### src/rtl/acqseq_pkg.sv
// Shared definitions for the acquisition sequencer: state encoding and default widths.
package acqseq_pkg;

   localparam int REC_W_DEF = 47;
   localparam int STATE_W   = 2;

   typedef enum logic [STATE_W-1:0] {
      ST_IDLE  = 2'd0,
      ST_CLEAR = 2'd1,
      ST_RUN   = 2'd2,
      ST_DRAIN = 2'd3
   } acq_state_t;

endpackage

### src/rtl/acq_sequencer_rec_buffer.sv
// One-entry valid/ready record buffer with drop detection and a saturating lost counter.
module acq_rec_buffer
   import acqseq_pkg::*;
#(
   parameter int REC_W  = REC_W_DEF,
   parameter int LOST_W = 16
) (
   input  logic              clk,
   input  logic              reset,
   input  logic              clear,
   input  logic              accept,
   input  logic [REC_W-1:0]  rec_data,
   input  logic              out_ready,
   output logic              out_valid,
   output logic [REC_W-1:0]  out_data,
   output logic              loaded,
   output logic [LOST_W-1:0] lost_count,
   output logic              overflow
);

   logic drop;

   // A record loads when the slot is empty or is being emptied this cycle; otherwise it is dropped.
   always_comb begin
      loaded = accept && (!out_valid || out_ready);
      drop   = accept && out_valid && !out_ready;
   end

   // Buffer slot, lost counter (saturating) and sticky overflow flag.
   always_ff @(posedge clk) begin
      if (reset) begin
         out_valid  <= 1'b0;
         out_data   <= '0;
         lost_count <= '0;
         overflow   <= 1'b0;
      end else begin
         if (loaded) begin
            out_valid <= 1'b1;
            out_data  <= rec_data;
         end else if (out_ready) begin
            out_valid <= 1'b0;
         end
         if (clear) begin
            lost_count <= '0;
            overflow   <= 1'b0;
         end else if (drop) begin
            if (lost_count != '1) lost_count <= lost_count + LOST_W'(1);
            overflow <= 1'b1;
         end
      end
   end

endmodule

### src/rtl/acq_sequencer.sv
// Acquisition run controller: CLEAR -> RUN -> DRAIN sequencing, record limit and buffering.
// Optional macro ACQSEQ_DURATION_EN adds the duration port and a RUN-length timer.
module acq_sequencer
   import acqseq_pkg::*;
#(
   parameter int REC_W        = REC_W_DEF,
   parameter int CNT_W        = 32,
   parameter int LOST_W       = 16,
   parameter int CLEAR_CYCLES = 4,
   parameter int DRAIN_CYCLES = 8
) (
   input  logic               clk,
   input  logic               reset,
   input  logic               start,
   input  logic               stop,
   input  logic [CNT_W-1:0]   max_records,
`ifdef ACQSEQ_DURATION_EN
   input  logic [CNT_W-1:0]   duration,
`endif
   output logic               operate,
   output logic               reset_counter,
   input  logic               rec_rdy,
   input  logic [REC_W-1:0]   rec_data,
   output logic               out_valid,
   output logic [REC_W-1:0]   out_data,
   input  logic               out_ready,
   output logic               busy,
   output logic [STATE_W-1:0] state_o,
   output logic [CNT_W-1:0]   record_count,
   output logic [LOST_W-1:0]  lost_count,
   output logic               overflow
);

   localparam int CLR_W = $clog2(CLEAR_CYCLES + 1);
   localparam int DRN_W = $clog2(DRAIN_CYCLES + 1);
   localparam logic [CLR_W-1:0] CLR_LAST = CLR_W'(CLEAR_CYCLES - 1);
   localparam logic [DRN_W-1:0] DRN_LAST = DRN_W'(DRAIN_CYCLES - 1);

   acq_state_t       state;
   logic [CLR_W-1:0] clr_cnt;
   logic [DRN_W-1:0] drn_cnt;
`ifdef ACQSEQ_DURATION_EN
   logic [CNT_W-1:0] dur_cnt;
`endif

   logic in_acq, at_limit, accept, loaded, begin_run;
   logic limit_end, dur_end, run_end, buf_empty_next;

   // Acceptance, run-termination and drain-exit conditions.
   always_comb begin
      in_acq    = (state == ST_RUN) || (state == ST_DRAIN);
      at_limit  = (max_records != '0) && (record_count == max_records);
      accept    = in_acq && rec_rdy && !at_limit && (record_count != '1);
      begin_run = (state == ST_IDLE) && start && !stop;
      limit_end = loaded && (max_records != '0) &&
                  ((record_count + CNT_W'(1)) == max_records);
`ifdef ACQSEQ_DURATION_EN
      dur_end   = (duration != '0) && (dur_cnt == (duration - CNT_W'(1)));
`else
      dur_end   = 1'b0;
`endif
      run_end        = stop || limit_end || dur_end;
      buf_empty_next = !loaded && (!out_valid || out_ready);
   end

   // Sequencer FSM with registered operate/reset_counter, phase timers and record count.
   always_ff @(posedge clk) begin
      if (reset) begin
         state         <= ST_IDLE;
         operate       <= 1'b0;
         reset_counter <= 1'b0;
         clr_cnt       <= '0;
         drn_cnt       <= '0;
         record_count  <= '0;
`ifdef ACQSEQ_DURATION_EN
         dur_cnt       <= '0;
`endif
      end else begin
         if (begin_run)   record_count <= '0;
         else if (loaded) record_count <= record_count + CNT_W'(1);

         case (state)
            ST_IDLE: begin
               if (begin_run) begin
                  state         <= ST_CLEAR;
                  reset_counter <= 1'b1;
                  clr_cnt       <= '0;
               end
            end
            ST_CLEAR: begin
               if (stop) begin
                  state         <= ST_IDLE;
                  reset_counter <= 1'b0;
               end else if (clr_cnt == CLR_LAST) begin
                  state         <= ST_RUN;
                  reset_counter <= 1'b0;
                  operate       <= 1'b1;
`ifdef ACQSEQ_DURATION_EN
                  dur_cnt       <= '0;
`endif
               end else begin
                  clr_cnt <= clr_cnt + CLR_W'(1);
               end
            end
            ST_RUN: begin
`ifdef ACQSEQ_DURATION_EN
               dur_cnt <= dur_cnt + CNT_W'(1);
`endif
               if (run_end) begin
                  state   <= ST_DRAIN;
                  operate <= 1'b0;
                  drn_cnt <= '0;
               end
            end
            ST_DRAIN: begin
               // Minimum dwell first, then wait for the buffer to empty.
               if (drn_cnt != DRN_LAST)  drn_cnt <= drn_cnt + DRN_W'(1);
               else if (buf_empty_next) state   <= ST_IDLE;
            end
            default: state <= ST_IDLE;
         endcase
      end
   end

   assign busy    = (state != ST_IDLE);
   assign state_o = state;

   acq_rec_buffer #(
      .REC_W  (REC_W),
      .LOST_W (LOST_W)
   ) u_buf (
      .clk        (clk),
      .reset      (reset),
      .clear      (begin_run),
      .accept     (accept),
      .rec_data   (rec_data),
      .out_ready  (out_ready),
      .out_valid  (out_valid),
      .out_data   (out_data),
      .loaded     (loaded),
      .lost_count (lost_count),
      .overflow   (overflow)
   );

endmodule

### config.mk
export PLATFORM = sky130hd
export DESIGN_NAME = acq_sequencer
export DESIGN_NICKNAME = d
export VERILOG_FILES = /design/src/rtl/acqseq_pkg.sv /design/src/rtl/acq_sequencer_rec_buffer.sv /design/src/rtl/acq_sequencer.sv
export SDC_FILE = /design/constraint.sdc
export NUM_CORES = 1
export LEC_CHECK = 0
export CAP_MARGIN = 15
export CORE_MARGIN = 1.5
export CORE_UTILIZATION = 30
export DETAILED_ROUTE_END_ITERATION = 7
export PLACE_DENSITY_LB_ADDON = 0.3
export SYNTH_ARGS = -nofsm -noshare
export SYNTH_HDL_FRONTEND = slang
export SYNTH_SLANG_ARGS = --single-unit
### constraint.sdc
create_clock -name clk -period 5.2 [get_ports clk]
set_clock_uncertainty 0.05 [all_clocks]
set_input_delay 1.04 -clock clk [delete_from_list [all_inputs] [get_ports clk]]
set_output_delay 1.04 -clock clk [all_outputs]
set_load 0.02 [all_outputs]
==> summary.md <==
| Metric | Value |
|---|---|
| Setup repair after global routing missed its margin | no |
| Netlist area before placement | 5800 µm² |
| Number of detailed-routing iterations run before antenna repair | 5 |
| Biggest fanout along the worst timing path | 15 |
| Routed vias | 5947 |
| Sum of overflow across all layers after global routing | 0 |
| RD Place Congestion | 0.986 |
| Hold buffer count at CTS | 0 |
| Sw frac | 26.3% |
| Share of total power in sequential cells | 48.8% |
| Total I/O pin count | 187 |
| Worst Path Class, Setup | in -> reg |
| Effective utilization at floorplan | 30.8% |
| Total wirelength of the detailed-routed design | 18.7 mm |
| Routed length per instance | 15.9 µm |
| Setup slack on the worst flop-to-flop path | 1.63 ns |
| Count of pins over their slew limit | 0 |
| Critical Path Sink Type | flip-flop |
| Setup tns final | 0 ns |
| Largest area contributor in the netlist | sky130_fd_sc_hd__dfxtp_1 |
| Part of the total power dissipated in combinational logic | 8.5% |
| Pin count of the biggest net entering global routing | 67 |
| Number of global-route vias before repair | 5589 |
| Cell Int Power | 0.00126 W |
| Worst endpoint data arrival time | 4.15 ns |
| Core Box Area | 18800 µm² |
| Post-synth top area share | 37.3% |
| Number of antenna violations at the first check in global routing | 0 |
| Number of enable flip-flop cells after synthesis | 0 |
| VDD IR max | 152 µV |
| Number of core rows | 50 |
| Number of sinks driven by the clock tree | 108 |
| Count of maximum capacitance violations | 0 |
| Run status | completed |
| Antenna fix cells | 0 |
| Area growth from synthesis to final layout | 40.4% |
| Wire length of the first global-routing pass | 29.9 mm |
| Clock transition at the registers of the reported paths | 0.08 ns |
| Total of flip-flops plus latches after synthesis | 108 |
| Total CTS buffers | 9 |
| Post-CTS repair timing setup buffer count | 0 |
| Clock insertion delay at the later pin of the skew report | 0.36 ns |
| Slew at the pin with the worst max-slew slack | 0.884 ns |
| Layout filler cell count | 1870 |
| Ratio of cells with drive above 1 in the final layout | 3.83% |
| TritonCTS clock tree | built |
| Root buffer cell | sky130_fd_sc_hd__clkbuf_16 |
| CP Launch Type | input port |
| Worst min path class | reg -> reg |
| Syn Nets | 847 |
| Peak Freq | 254 MHz |
| H-tree lvl count | 3 |
| Placed Instance Area | 7830 µm² |
| Die ar. | 20200 µm² |
| Leak | 2.59 nW |
| Count of nets after finishing | 1000 |
| Yosys warns | 0 |
| Unique masters post-synth | 56 |
| PD cells | 209 nW/µm² |
| Synth top area cells | sky130_fd_sc_hd__dfxtp_1, sky130_fd_sc_hd__nand2_1, sky130_fd_sc_hd__xor2_1 |
| Switching pwr | 0.000447 W |
| Hpwl dp | 13.7 mm |
| Avg Cell Area, Syn | 7.67 µm² |
| Most used flip-flop cell after synthesis | sky130_fd_sc_hd__dfxtp_1 |
| Maximum count of clock buffers along a single path | 2 |
| Width of the die | 142 µm |
| Final Hold Viols | 0 |
| Share of the clock period used by the worst path after layout | 75.7% |
| Fraction of the core area covered by cells at the end of the flow | 43.2% |
| Synthesized netlist cell count | 756 |
| Period minus WS final | 3.94 ns |
| Drt via density | 5.07 |
| Synth async-reset ratio | 0% |
| Remaining number of nets flagged by the antenna check after routing | 0 |
| Post-route cell area | 8140 µm² |
| Overall Global Routing Usage | 18.8% |
| Data required time at the worst endpoint | 5.41 ns |
| Most used standard cells in the synthesized netlist | sky130_fd_sc_hd__nand2_1, sky130_fd_sc_hd__dfxtp_1, sky130_fd_sc_hd__nor2_1, sky130_fd_sc_hd__a21oi_1, sky130_fd_sc_hd__xor2_1 |
| Max-slew headroom | 40.9% |
| Post-CTS sizing | 0 |
| Chip height | 142 µm |
| Drt initial violations | 390 |
| Setup violators final | 0 |
| Number of buffer cells added on primary ports | 186 |
| Clock group share of total power | 42.8% |
| DR DRC count | 0 |
| Sequential share of the synthesized area | 37.3% |
| Most repeated cell in the gate-level netlist after synthesis | sky130_fd_sc_hd__nand2_1 |
## kinds of logic (layout without fill, tap and decap cells)
logic type	Yosys count	in the layout	synth area share [%]
buf+inv	62	220	4.45
xor+xnor	82	82	12.4
fa+ha+maj	6	6	1.30
mux	3	3	0.518
compound gates	113	113	11.5
flops	108	108	37.3
simple gates	382	382	32.5
## critical path, cell delays in order
cell                              delay [ns]
sky130_fd_sc_hd__clkdlybuf4s50_1        0.53
sky130_fd_sc_hd__nor4_1                 0.39
sky130_fd_sc_hd__nand4_1                0.16
sky130_fd_sc_hd__nor2_1                 0.27
sky130_fd_sc_hd__o311ai_1               0.15
sky130_fd_sc_hd__buf_4                  0.19
sky130_fd_sc_hd__or3_1                  0.61
sky130_fd_sc_hd__nor3_1                 0.44
sky130_fd_sc_hd__a311oi_1               0.15
sky130_fd_sc_hd__a41o_1                 0.22
## path summary, 6_finish.rpt
path,start,end,cells after the start
setup / recovery,max_records[19],u_buf.lost_count[15],10
hold / removal,u_buf.out_data[7],u_buf.out_data[7],2
setup reg to reg,record_count[0],drn_cnt[1],9
hold reg to reg,u_buf.out_data[7],u_buf.out_data[7],2
## power by group through the flow
stage / logic [W] / clock network (W) / registers, W
global placement: 0.000144 / 0 / 0.000850
floorplan: 0.0000504 / 0 / 0.000850
finish: 0.000144 / 0.000728 / 0.000830
global route: 0.000155 / 0.000789 / 0.000831
detailed placement: 0.000143 / 0 / 0.000850
CTS: 0.000144 / 0.000748 / 0.000830
## metal layers
metal | wire (µm) | GRT usage, % | vias up
met2 | 8420 | 29.3 | 240
met5 | 0 | 0 | -
li1 | - | - | 2940
met4 | 618 | 8.46 | 0
met3 | 1560 | 5.65 | 38
met1 | 8080 | 23.9 | 2729
## flip-flops by register name, indices dropped and copies added (netlist names), named ones only
| register | cells |
|---|---|
| u_buf.lost_count | 16 |
| drn_cnt | 4 |
| u_buf.out_valid | 1 |
| u_buf.overflow | 1 |
| operate | 1 |
| clr_cnt | 3 |
| reset_counter | 1 |
| u_buf.out_data | 47 |
| state_o | 1 |
| record_count | 32 |
## cell type report
type / instances / area (µm²) / area share (%)
Clock buffer: 9 / 225 / 2.77
Multi-Input combinational cell: 586 / 3380 / 41.6
Inverter: 13 / 48.8 / 0.600
Timing Repair Buffer: 191 / 1910 / 23.4
Tap cell: 260 / 325 / 4.00
Clock inverter: 7 / 83.8 / 1.03
Sequential cell: 108 / 2160 / 26.6
## layout by cell type (no fill, tap or decap), types with 2 or more instances in the layout
cell type                         count
sky130_fd_sc_hd__or3_1               15
sky130_fd_sc_hd__xnor2_1             39
sky130_fd_sc_hd__o2111ai_1            4
sky130_fd_sc_hd__nor2b_1              3
sky130_fd_sc_hd__o21bai_1             2
sky130_fd_sc_hd__a21oi_1             67
sky130_fd_sc_hd__or2_2                2
sky130_fd_sc_hd__xor2_1              43
sky130_fd_sc_hd__nor3_2               3
sky130_fd_sc_hd__and4_1              11
sky130_fd_sc_hd__ha_1                 6
sky130_fd_sc_hd__clkinv_8             2
sky130_fd_sc_hd__inv_6                2
sky130_fd_sc_hd__nor3_1              20
sky130_fd_sc_hd__a31o_2               2
sky130_fd_sc_hd__nand2b_1             4
sky130_fd_sc_hd__nor4b_1              3
sky130_fd_sc_hd__nor4_1              24
sky130_fd_sc_hd__a31oi_1              4
sky130_fd_sc_hd__inv_8                3
sky130_fd_sc_hd__nor2_1              79
sky130_fd_sc_hd__a21o_1               2
sky130_fd_sc_hd__nand2_1            136
sky130_fd_sc_hd__o22ai_1              3
sky130_fd_sc_hd__nand3_1             33
sky130_fd_sc_hd__and2_1               5
sky130_fd_sc_hd__and3_1               6
sky130_fd_sc_hd__clkdlybuf4s50_1    185
sky130_fd_sc_hd__o211ai_1             3
sky130_fd_sc_hd__a41oi_1              2
sky130_fd_sc_hd__o21ai_0             12
sky130_fd_sc_hd__buf_4                4
sky130_fd_sc_hd__dfxtp_1            108
sky130_fd_sc_hd__inv_1               13
sky130_fd_sc_hd__nand4b_1             5
sky130_fd_sc_hd__nand4_1             19
sky130_fd_sc_hd__clkbuf_16            9
sky130_fd_sc_hd__mux2i_1              3
sky130_fd_sc_hd__or4_1                5
## through the flow
stage               cells  hold WS (ns)  setup WS, ns  total power [W]
floorplan             756         0.404          2.14         0.000900
global placement     1158         0.391         0.906         0.000994
detailed placement   1158         0.396         0.907         0.000993
CTS                  1174         0.408          1.28          0.00172
global route         1174         0.421          1.07          0.00178
finish               1174         0.406          1.26          0.00170
Note: power is estimated with default switching activity, not from simulation.
